===== src/rtl/sram_ctrl.sv =====
// Sequencer for a single-port SRAM macro: latches one request, drives word line,
// byte select and data for three cycles, fires one access strobe, returns masked read data.
//
// state   | meaning
// IDLE    | ready for a request; array lines quiet
// SETUP   | word line, byte select and write data settle on the array
// PULSE   | one-cycle read or write strobe
// CAPTURE | array output settles; sampled at the end of this cycle
// RESP    | one-cycle completion pulse with masked read data
module sram_ctrl #(
  parameter int ADDR_W = 6
) (
  input  logic                     clk,
  input  logic                     rst,
  input  logic                     req_valid,
  output logic                     req_ready,
  input  logic                     req_we,
  input  logic [ADDR_W-1:0]        req_addr,
  input  logic [3:0]               req_be,
  input  logic [31:0]              req_wdata,
  output logic                     resp_valid,
  output logic [31:0]              resp_rdata,
  output logic [(1<<ADDR_W)-1:0]   wl,
  output logic [3:0]               byte_sel,
  output logic [31:0]              arr_datain,
  input  logic [31:0]              arr_dataout,
  output logic                     read_pulse,
  output logic                     write_pulse
);

  localparam int DEPTH = 1 << ADDR_W;
  localparam logic [DEPTH-1:0] WL_ONE = {{(DEPTH-1){1'b0}}, 1'b1};

  typedef enum logic [2:0] {
    IDLE,
    SETUP,
    PULSE,
    CAPTURE,
    RESP
  } state_t;

  state_t     state;
  logic       we_q;
  logic [3:0] be_q;

  function automatic logic [31:0] be_mask(input logic [3:0] be);
    return {{8{be[3]}}, {8{be[2]}}, {8{be[1]}}, {8{be[0]}}};
  endfunction

  assign req_ready = (state == IDLE) && !rst;

  // wl and arr_datain double as the latched address and write data.
  always_ff @(posedge clk) begin
    if (rst) begin
      state       <= IDLE;
      we_q        <= 1'b0;
      be_q        <= 4'd0;
      wl          <= '0;
      byte_sel    <= 4'd0;
      arr_datain  <= 32'd0;
      read_pulse  <= 1'b0;
      write_pulse <= 1'b0;
      resp_valid  <= 1'b0;
      resp_rdata  <= 32'd0;
    end else begin
      read_pulse  <= 1'b0;
      write_pulse <= 1'b0;
      resp_valid  <= 1'b0;
      resp_rdata  <= 32'd0;
      case (state)
        IDLE: begin
          if (req_valid) begin
            we_q <= req_we;
            be_q <= req_be;
            if (req_be != 4'd0) begin
              state      <= SETUP;
              wl         <= WL_ONE << req_addr;
              byte_sel   <= req_be;
              arr_datain <= req_wdata;
            end else begin
              state      <= RESP;
              resp_valid <= 1'b1;
            end
          end
        end
        SETUP: begin
          state       <= PULSE;
          write_pulse <= we_q;
          read_pulse  <= !we_q;
        end
        PULSE: begin
          state <= CAPTURE;
        end
        CAPTURE: begin
          state      <= RESP;
          resp_valid <= 1'b1;
          resp_rdata <= we_q ? 32'd0 : (arr_dataout & be_mask(be_q));
          wl         <= '0;
          byte_sel   <= 4'd0;
        end
        RESP: begin
          state <= IDLE;
        end
        default: begin
          state <= IDLE;
        end
      endcase
    end
  end

endmodule


===== config.mk =====
export PLATFORM = sky130hd
export DESIGN_NAME = sram_ctrl
export DESIGN_NICKNAME = d
export VERILOG_FILES = /design/src/rtl/sram_ctrl.sv
export SDC_FILE = /design/constraint.sdc
export NUM_CORES = 1
export LEC_CHECK = 0
export ABC_AREA = 0
export CELL_PAD_IN_SITES_DETAIL_PLACEMENT = 1
export CELL_PAD_IN_SITES_GLOBAL_PLACEMENT = 1
export CORE_MARGIN = 1.5
export CORE_UTILIZATION = 32
export DETAILED_ROUTE_END_ITERATION = 6
export PLACE_DENSITY_LB_ADDON = 0.2
export REMOVE_ABC_BUFFERS = 1
export SLEW_MARGIN = 40
export SYNTH_ARGS = -nofsm -noshare
export SYNTH_HDL_FRONTEND = slang
export SYNTH_SLANG_ARGS = --single-unit

===== constraint.sdc =====
create_clock -name clk -period 2.4 [get_ports clk]
set_input_delay 0.24 -clock clk [delete_from_list [all_inputs] [get_ports clk]]
set_output_delay 0.24 -clock clk [all_outputs]
set_load 0.05 [all_outputs]

# == Yosys cells after proc, flatten, opt, wreduce, memory -nomap -nowiden ==
# Index checks and enable logic that the tools add are counted.
# W data, S select, Z words.
# word_totals
ff_bits,143
in_bits,78
output_inout_bits,136
# op_classes
n_eq_ne,5
n_shift,1
mux,12
bitwise_logic,3
n_reduce_logical,11
# ops
operator,count
$mux W64,2
$pmux W64 S2,1
$shl A1 B6 Y64 const A,1
$and A32 B32 Y32,1
$pmux W3 S4,1
$mux W4,2
$pmux W4 S2,1
$eq A3 B2 Y1 const B,2
$mux W3,2
$reduce_and A3 Y1,2
$reduce_bool A4 Y1,1
$eq A3 B1 Y1 const B,1
$logic_not A3 Y1,1
$reduce_or A3 Y1,1
$logic_not A1 Y1,2
$mux W1,2
$ne A2 B1 Y1 const B,1
$ne A2 B2 Y1 const B,1
$not A1 Y1,2
$pmux W1 S2,1
$reduce_and A2 Y1,1
$reduce_bool A2 Y1,1
$reduce_or A2 Y1,1
$logic_and A1 B1 Y1,1

# == Logic depth before layout (Yosys ltp) ==
# logic_depth
word_depth,4
mapped_depth,6
depth_no_buf,3

# == Worst setup path before layout ==
# Ideal clock, no wire load.
# synth_path
path_kind,input -> output
startpoint,input port rst
endpoint,output port req_ready
t_arrival_ns,2.127
required_time_ns,2.160
setup_slack_ns,0.033
path_stages,3
path_buffers,2
cell_sequence,clkbuf_1 -> clkbuf_1 -> nor4_1
# synth_between
elab_chain_len,2
# synth_rtl
item,line_no,rtl
"start, declared",14,"input logic rst,"
$logic_not A1 Y1,50,assign req_ready = (state == IDLE) && !rst;
$logic_and A1 B1 Y1,50,
"end, declared",16,"output logic req_ready,"
# Every way passes these cells.

# == Worst setup path after layout ==
# layout_path
startpoint,register state[2]
endpoint,output port req_ready
# layout_between
elab_chain_len,2
# layout_rtl
item,line_no,rtl
"start, declared",42,state_t state;
"start signal, assigned",55,state <= IDLE;
"start signal, assigned",76,state <= SETUP;
"start signal, assigned",81,state <= RESP;
$logic_not A3 Y1,50,
$logic_and A1 B1 Y1,50,
# Every way passes these cells.

==> impl_results.md <==
- Fin Setup TNS: 0 ns
- Combinational Power Share: 0.141
- Register area: 2860 µm²
- Detail Placement HPWL: roughly 13000 µm
- Seq/Total Area, Yosys: 0.541
- Seq cells post-synth: 143
- Number of DRC markers in iteration 0: 250
- Starting Density: 0.331
- Critical Path, Cell by Cell: nor4_1 > clkdlybuf4s50_1
- DR WL/cell: 19.5 µm
- DR DRC count: 0
- Bufs and invs on worst path: 1
- Max stage delay on crit path: between 0.8 and 0.9 ns
- Area leader, netlist: dfxtp_1
- Slew HR: 0.493
- Die area: 17300 µm²
- Cell row count: 46
- Total grt overflow: 0
- Core ar.: roughly 16000 µm²
- Final Setup Violations: 0
- Final hold vios: 0
- Flop2flop setup slack: approximately 0.4 ns
- Number of flops mapped to enable cells by yosys: 0
- Ys async rst share: 0
- Largest net degree at the start of global routing: 43
- Switch share: 0.253
- Hold WC Path Type: input pin to flip-flop
- # IOs: 214
- P&R area growth vs syn: 57.4%
- First-pass GRT wire length: 30200 µm
- Final worst-path cycle share: 0.943
- Capturing element type of the critical path: output port
- CP startpoint kind: flip-flop
- ANT nets after route: 0
- H-Tree Depth: 4
- Clock sink count: 143
- Initial antenna violation count: 0
- Library cells used by synthesis: 36
- Mapped cell area: around 5300 µm²
- Layout cells sized above 1: 0.0916
- Synth Flop Type: dfxtp_1
- Largest family of logic cells by synthesized area: compound AO/OA/AOI/OAI gates
- Max-slew violations: 0
- Power Dens Cells: about 750 nW/µm²
- Placer Congestion: between 0.7 and 0.8
- Slowest stage cell on the critical path: clkdlybuf4s50_1
- Crit Path Category: flip-flop to output port
- Post-synth top area share: 0.541
- Crit path from: state[2]
- Tot GR Track Use: 0.221
- Post_cts resized: 0
- FILL cells: 1752
- Max-Cap Viols: 0
- Worst Path Max Fanout: 10
- Vias in the first global route: approximately 5400
- CP delay by family, top: buffers and inverters
- Final total power: ~0.0063 W
- Worst Max-Slew Pin Slew: roughly 0.76 ns
- Status: finished, final reports clean
- Post-CTS setup buffers: 0
- Clk_skew: between 0.01 and 0.015 ns
- Total internal power: around 0.0047 W
- Clock latency on the worst-skew pair: 0.42 ns
- Via count: 5081
- Clock share of power: 0.462
- Worst Reg-to-Reg Cells: 4
- RSZ-0062 raised after global routing: no
- Sw power: 0.00159 W
- CTS tree: yes
- Leakage: slightly below 3 nW
- Clock Pin Slew Worst Setup and Hold Paths: ~0.06 ns
- CTS root buf: clkbuf_16
- CP arrival: about 2.0 ns
- Cells after Synth: between 500 and 600
- Area of the multi-input gates: between 2000 and 2500 µm²
- Adder-cell share of the synthesized area: 0
- Critical R2R Capture: wl[8]
- Critical path depth: 2
- Layout Nets: slightly above 800
- Ys Warns: 0
- Die height: 132 µm
- Peak VDD IR: between 0.5 and 0.6 mV
- Mux share of post-synthesis cell area: 0
- WL final: ~19000 µm
- Routed vias/inst: about 5.2
- Fin crit period: about 2.3 ns
- Compound-cell area share of the yosys netlist: 0.211
- Post-Syn Area per Cell: 9.73 µm²
- Fmax achieved: between 400 and 500 MHz
- Xor and xnor area share after synthesis: 0.00165
- Num CTS Buffers: 17
- Top cells by area, synth: dfxtp_1, a21oi_1, o211ai_1
- Die Width: about 130 µm
- Ant diodes: 0
- Crit path required time: approximately 2.2 ns
- First-pass DRT Iterations: 4
- Worst r2r src: state[2]
- Hold buffers post-CTS: 0
- Sequential Power Share: 0.397
- Clock Path Buffers: 2
- CP endpoint: req_ready
- Post-synthesis simple-gate area fraction: 0.193
- Buffers on Ports: about 210
[cell usage after synthesis (4+ instances only)]
| master | count |
|---|---|
| buf_6 | 4 |
| a22o_1 | 12 |
| o2bb2ai_1 | 4 |
| nand3_1 | 32 |
| o21ai_0 | 32 |
| nand2_1 | 12 |
| nor2_1 | 7 |
| dfxtp_1 | 143 |
| a21oi_1 | 71 |
| buf_1 | 8 |
| buf_2 | 9 |
| and3b_1 | 9 |
| nand4_1 | 33 |
| and2_1 | 34 |
| o211ai_1 | 32 |
| nor3b_1 | 11 |
| clkbuf_1 | 42 |
| a32o_1 | 20 |
[metal layers]
metal,routed length (µm),GRT usage,vias up
met4,271,0.0611,0
met2,9390,0.376,182
met1,7970,0.266,2472
li1,-,-,2406
met5,0,0,-
met3,1240,0.0737,21
[per-stage QoR]
stage          instances  area, µm²   util  hold slack, ns  worst slack (ns)
2_1_floorplan        481       5020      -           0.309             -5.49
3_3_place_gp         937       7670  0.479           0.442             0.230
5_1_grt              969       8330  0.521           0.369            0.0653
3_5_place_dp         937       7670  0.479           0.449             0.168
4_1_cts              969       8330  0.521           0.368            0.0939
6_report             969       8330  0.521           0.384             0.138
[power by group through the flow]
stage,combinational (W),clock [W],sequential [W]
floorplan,0.000248,0,0.00274
global placement,0.000861,0,0.00254
detailed placement,0.000883,0,0.00254
CTS,0.000887,0.00296,0.00249
global route,0.000941,0.00308,0.00250
finish,0.000882,0.00289,0.00249
[worst min path at each step]
| stage | cells after the start | startpoint | to |
|---|---|---|---|
| global placement | 2 | be_q[2] | be_q[2] |
| floorplan | 1 | rst | arr_datain[0] |
| finish | 3 | req_wdata[1] | arr_datain[1] |
| CTS | 2 | arr_dataout[20] | resp_rdata[20] |
| global route | 2 | arr_dataout[7] | resp_rdata[7] |
| detailed placement | 2 | be_q[1] | be_q[1] |
[registers in the layout, indices dropped and copies added, names as in the netlist]
name         flops
be_q             4
state            3
read_pulse       1
write_pulse      1
arr_datain      32
resp_valid       1
wl              64
resp_rdata      32
byte_sel         4
we_q             1
[kinds of logic (layout without fill, tap and decap cells)]
family | Yosys count | in the layout
compound gates | 172 | 172
simple gates | 163 | 163
flops | 143 | 143
buf+inv | 65 | 274
xor+xnor | 1 | 1
[worst register-to-register path: stages (launching register included)]
cell     delay [ns]
dfxtp_1        0.41
nor4b_2        0.35
buf_4          0.19
and4_1         0.69
a32o_1         0.30
[placed cells by master, fill, tap and decap left out, types with 4 or more instances in the layout]
cell type,synthesis,routed
clkdlybuf4s50_1,0,212
dfxtp_1,143,143
a21oi_1,71,71
and2_1,34,34
nand4_1,33,33
o211ai_1,32,32
nand3_1,32,32
o21ai_0,32,32
buf_4,0,24
a32o_1,20,20
clkbuf_16,0,17
a22o_1,12,12
nand2_1,12,12
nor3b_1,11,10
and3b_1,9,9
nor2_1,7,7
clkbuf_8,0,6
o2bb2ai_1,4,4
bufinv_16,0,4
[final cells by class]
class,count,area share
clock buffer,23,0.0610
clock inverter,9,0.0183
inverter,2,0.000901
multi-input combinational,336,0.260
sequential,143,0.343
tap,216,0.0324
timing repair buffer,240,0.284
No activity file was read; power rests on OpenSTA's default activity.
